$ cat config.mk
export PLATFORM = sky130hd
export DESIGN_NAME = mux_nto1_arb
export DESIGN_NICKNAME = d
export VERILOG_FILES = /design/src/rtl/mux_pkg.sv /design/src/rtl/rr_pick.sv /design/src/rtl/mux_nto1_arb.sv
export SDC_FILE = /design/constraint.sdc
export NUM_CORES = 1
export LEC_CHECK = 0
export BUFFER_PORTS_ARGS = -buffer_cell sky130_fd_sc_hd__buf_2
export CAP_MARGIN = 20
export CORE_MARGIN = 4
export CORE_UTILIZATION = 48
export DETAILED_ROUTE_END_ITERATION = 10
export GPL_TIMING_DRIVEN = 1
export HOLD_SLACK_MARGIN = 0.06
export MAX_ROUTING_LAYER = met4
export PLACE_DENSITY = 0.84
export SYNTH_ARGS = -nofsm -noshare
export SYNTH_HDL_FRONTEND = slang
export SYNTH_HIERARCHICAL = 1
export SYNTH_SLANG_ARGS = --single-unit
$ cat constraint.sdc
create_clock -name clk -period 3.3 [get_ports clk]
set_input_delay 0 -clock clk [delete_from_list [all_inputs] [get_ports clk]]
set_output_delay 0 -clock clk [all_outputs]
set_load 0.005 [all_outputs]
$ cat src/rtl/mux_pkg.sv
// rtl/mux_pkg.sv - shared mode encodings and clog2 helper for the N-to-1 arbitrated mux
package mux_pkg;

    localparam logic MODE_FIXED = 1'b0;
    localparam logic MODE_RR    = 1'b1;

    function automatic int clog2(input int value);
        int r;
        r = 0;
        while ((1 << r) < value) begin
            r = r + 1;
        end
        return r;
    endfunction

endpackage

$ cat src/rtl/rr_pick.sv
// rtl/rr_pick.sv - combinational rotating-priority picker; search starts one past the base pointer
module rr_pick
    import mux_pkg::*;
#(
    parameter int N    = 4,
    parameter int SELW = (clog2(N) < 1) ? 1 : clog2(N)
) (
    input  logic [N-1:0]    i_req,
    input  logic [SELW-1:0] i_base,
    output logic [SELW-1:0] o_grant,
    output logic            o_grant_valid
);

    logic w_found;
    int   w_idx;

    // Offsets run 1..N so the channel that was last served has the lowest priority.
    always_comb begin
        o_grant = '0;
        w_found = 1'b0;
        w_idx   = 0;
        for (int k = 1; k <= N; k++) begin
            w_idx = (int'(i_base) + k) % N;
            if (!w_found && i_req[SELW'(w_idx)]) begin
                w_found = 1'b1;
                o_grant = SELW'(w_idx);
            end
        end
    end

    assign o_grant_valid = |i_req;

endmodule

$ cat src/rtl/mux_nto1_arb.sv
// rtl/mux_nto1_arb.sv - N-to-1 registered mux with fixed/round-robin grant; MUX_NTO1_ARB_PARITY_EN adds out_parity
module mux_nto1_arb
    import mux_pkg::*;
#(
    parameter  int W    = 5,
    parameter  int N    = 4,
    localparam int SELW = (clog2(N) < 1) ? 1 : clog2(N)
) (
    input  logic            clk,
    input  logic            rst_n,
    input  logic [N*W-1:0]  in_data,
    input  logic [N-1:0]    in_valid,
    output logic [N-1:0]    in_ready,
    input  logic            mode,
    input  logic [SELW-1:0] sel,
    output logic [W-1:0]    out_data,
    output logic            out_valid,
    input  logic            out_ready,
    output logic [SELW-1:0] out_src
`ifdef MUX_NTO1_ARB_PARITY_EN
    ,
    output logic            out_parity
`endif
);

    localparam int NP = 1 << SELW;

    logic [SELW-1:0] r_ptr;
    logic            r_run;
    logic            r_out_valid;
    logic [W-1:0]    r_out_data;
    logic [SELW-1:0] r_out_src;

    logic [NP-1:0]   w_valid_pad;
    logic            w_fixed_gv;
    logic [SELW-1:0] w_rr_grant;
    logic            w_rr_gv;
    logic [SELW-1:0] w_grant;
    logic            w_gv;
    logic            w_accept;
    logic            w_xfer;
    logic [W-1:0]    w_sel_data;

    // Padding lets an out-of-range sel index safely; the range test kills its grant.
    assign w_valid_pad = NP'(in_valid);
    assign w_fixed_gv  = (int'(sel) < N) && w_valid_pad[sel];

    rr_pick #(
        .N    (N),
        .SELW (SELW)
    ) u_rr_pick (
        .i_req         (in_valid),
        .i_base        (r_ptr),
        .o_grant       (w_rr_grant),
        .o_grant_valid (w_rr_gv)
    );

    assign w_grant  = (mode == MODE_RR) ? w_rr_grant : sel;
    assign w_gv     = (mode == MODE_RR) ? w_rr_gv    : w_fixed_gv;
    assign w_accept = !r_out_valid || out_ready;
    // r_run keeps every in_ready low until the first edge after reset release.
    assign w_xfer   = r_run && w_accept && w_gv;

    always_comb begin
        w_sel_data = '0;
        for (int i = 0; i < N; i++) begin
            if (w_grant == SELW'(i)) begin
                w_sel_data = in_data[i*W +: W];
            end
        end
    end

    always_comb begin
        in_ready = '0;
        for (int i = 0; i < N; i++) begin
            if (w_xfer && (w_grant == SELW'(i))) begin
                in_ready[i] = 1'b1;
            end
        end
    end

    always_ff @(posedge clk or negedge rst_n) begin
        if (!rst_n) begin
            r_run       <= 1'b0;
            r_out_valid <= 1'b0;
            r_out_data  <= '0;
            r_out_src   <= '0;
            r_ptr       <= SELW'(N - 1);
        end else begin
            r_run <= 1'b1;
            if (r_run && w_accept) begin
                r_out_valid <= w_gv;
            end
            if (w_xfer) begin
                r_out_data <= w_sel_data;
                r_out_src  <= w_grant;
                if (mode == MODE_RR) begin
                    r_ptr <= w_grant;
                end
            end
        end
    end

`ifdef MUX_NTO1_ARB_PARITY_EN
    logic r_out_parity;

    always_ff @(posedge clk or negedge rst_n) begin
        if (!rst_n) begin
            r_out_parity <= 1'b0;
        end else if (w_xfer) begin
            r_out_parity <= ^w_sel_data;
        end
    end

    assign out_parity = r_out_parity;
`endif

    assign out_data  = r_out_data;
    assign out_valid = r_out_valid;
    assign out_src   = r_out_src;

endmodule

==> results.ini <==
[routing]
vias=713
routedWlPerCell_um=14.8
ant_nets=0
drc=0
vias_per_cell=5.36
routed_wl_mm=1.97
drt_first_pass_iters=4
drt_iter0_markers=11

[outcome]
status=finished clean

[sta]
rsz0062_at_grt=no
finalCritPeriodShare=0.683
worst_pin_slew_ps=726
final.min_clock_period_ps=2250
slew_violations=0
final.setup.tns_ps=0
skew_ps=0.671
hold_viol_final=0
fmax_mhz=444
relSlewSlack=0.511
setup_viol=0

[yosys]
synth.ff_latch_count=11
syn_inst=73
ys_types=26
syn_area_per_cell_um2=11.4
synth_nets=103
syn-cell-area_um2=831
synth_seq_area_share=0.334
yosys_warnings=6

[pwr]
total_power_uw=525
power.switching_uw=170
power.density_nw_per_um2=488
share_seq_of_total_power=0.403
p_leak_uw=0.000554
sw_frac_of_total=0.325
clkPwrFrac=0.171
internal-power_uw=355
ir_drop_v=0.000288
pwr-share-comb=0.426

[critical_path]
max_stage_delay_ps=590
crit_chain=a21oi_1, a31oi_1, a21oi_1, mux2i_4, mux2i_1, mux2i_1, mux2_4
arrival_ps=2400
critPathBufInv=0
crit_fanout=16
path_delay_family=multiplexers
path_class=reg -> reg
required_ps=3450
end_kind=register
start_kind=register
crit_path_top_delay_cell=dfstp_2

[die]
die_area_um2=2460
start_util=0.527
rows=14
core_area_um2=1580
pin_count=42
die_w_um=49.6
die_h_um=49.6

[layout]
antenna_cells=0
drive_above_1_share=0.521
nNetsFinal=148
final_util=0.683
synthToLayoutAreaGrowth_pct=29.5
fillerInstances=131

[cts]
clkTransAtPathRegs_ps=70
clk_latency_ps=260
cts_buffer_depth=2
clock_sinks=11
cts_buffers=3
cts_tree=yes
cts_resized=0
post-cts-setup-buffers=0
cts_max_level=1
cts_hold_buf=2
cts-root-buf=clkbuf_4

[grt]
grt_pass1_vias=752
grt_usage=0.178
grt-ovfl-total=0
grt_pass1_wl_mm=3.40
grt_start_max_net_pins=17
antenna_found_initial=0

[placed_design]
gp_congestion=0.743
post-dp-hpwl_mm=1.52
portBuffers=41

[worst_hold_path]
worstHoldPathType=in -> async

[flow_run]
drv_cap=0

## path summary, 6_finish.rpt
path	from	to	slack, ps	depth (start not counted)
worst min-delay path	rst_n	out_data[3]	130	2
min in group clk	in_data[16]	out_data[1]	160	4
worst max register to register	r_ptr[1]	out_data[3]	1050	7
max in group asynchronous	rst_n	r_ptr[1]	2910	2
worst min register to register	out_data[4]	out_data[4]	510	1
worst max-delay path	r_ptr[1]	out_data[3]	1050	7
## power by group through the flow
stage	Clock, uW	Sequential, uW	Combinational (uW)
after floorplan	0	213	143
after global placement	0	211	216
after detailed placement	0	212	224
after CTS	90.4	212	227
after global routing	102	219	249
final	89.7	212	224
## registers in the layout, summed over array words and instances, names as in the netlist
register   cells
r_run          1
out_src        2
out_valid      1
r_ptr          2
out_data       5
## worst register-to-register path: stages (launching register included)
cell and delay, ps:
dfstp_2 590, a21oi_1 80, a31oi_1 140, a21oi_1 120
mux2i_4 540, mux2i_1 280, mux2i_1 110, mux2_4 280
## metal layers
layer | vias up | wire (um) | global-route usage
li1 | 353 | - | -
met1 | 332 | 778 | 0.198
met2 | 26 | 1050 | 0.326
met3 | 2 | 137 | 0.0422
met4 | 0 | 4 | 0.0276
met5 | - | 0 | -
## cell usage in the layout, fill, tap and decap left out
master	netlist	final
o21ai_0	3	3
a31oi_4	1	1
or3_4	1	1
nand3b_1	1	1
clkbuf_4	0	3
a31oi_1	1	1
a21o_1	1	1
nor3b_2	2	2
dfstp_2	2	2
mux2_2	4	4
mux2i_1	18	18
and3_1	2	2
nand2b_1	1	1
conb_1	1	1
o31ai_1	2	2
buf_2	0	41
mux2i_2	1	1
inv_1	3	3
mux2_4	4	4
nand2_1	5	5
clkbuf_1	0	1
nor2b_1	1	1
a21oi_1	3	3
o221ai_2	1	1
dfrtp_1	9	9
nor2_1	2	2
mux2i_4	1	1
dlygate4sd3_1	0	2
## metrics by stage
| step | setup WS, ps | hold WS (ps) | cell area [um^2] | cells |
|---|---|---|---|---|
| 2_1_floorplan | 1300 | -296 | 831 | 73 |
| 3_3_place_gp | 1170 | -123 | 1030 | 127 |
| 3_5_place_dp | 1060 | -115 | 1030 | 127 |
| 4_1_cts | 1050 | 132 | 1080 | 133 |
| 5_1_grt | 863 | 132 | 1080 | 133 |
| 6_report | 1050 | 126 | 1080 | 133 |
## layout make-up
| cell class | instances | area [um^2] | share of cell area |
|---|---|---|---|
| repair buffers | 43 | 225 | 0.209 |
| well taps | 16 | 20.0 | 0.0186 |
| clock buffers | 4 | 26.3 | 0.0244 |
| flip-flops and latches | 11 | 278 | 0.258 |
| multi-input cells | 56 | 515 | 0.479 |
| inverters | 3 | 11.3 | 0.0105 |
## synthesized netlist by cell type
master,n,area share
mux2i_1,18,0.22
dfrtp_1,9,0.27
nand2_1,5,0.023
mux2_2,4,0.054
mux2_4,4,0.072
a21oi_1,3,0.018
inv_1,3,0.014
o21ai_0,3,0.018
and3_1,2,0.015
buf_4,2,0.018
dfstp_2,2,0.063
nor2_1,2,0.0090
nor3b_2,2,0.030
o31ai_1,2,0.018
a21o_1,1,0.0090
a31oi_1,1,0.0075
a31oi_4,1,0.026
buf_6,1,0.014
conb_1,1,0.0045
mux2i_2,1,0.017
mux2i_4,1,0.027
nand2b_1,1,0.0075
nand3b_1,1,0.0090
nor2b_1,1,0.0075
o221ai_2,1,0.018
or3_4,1,0.014
## cell families (layout without fill, tap and decap cells)
family,after synthesis,count (layout),share of synthesized area
flops,11,11,0.334
simple gates,15,15,0.114
buf+inv,6,50,0.0452
compound gates,12,12,0.114
other cells,1,1,0.00451
mux,28,28,0.387
Power figures use the tool's default switching activity.
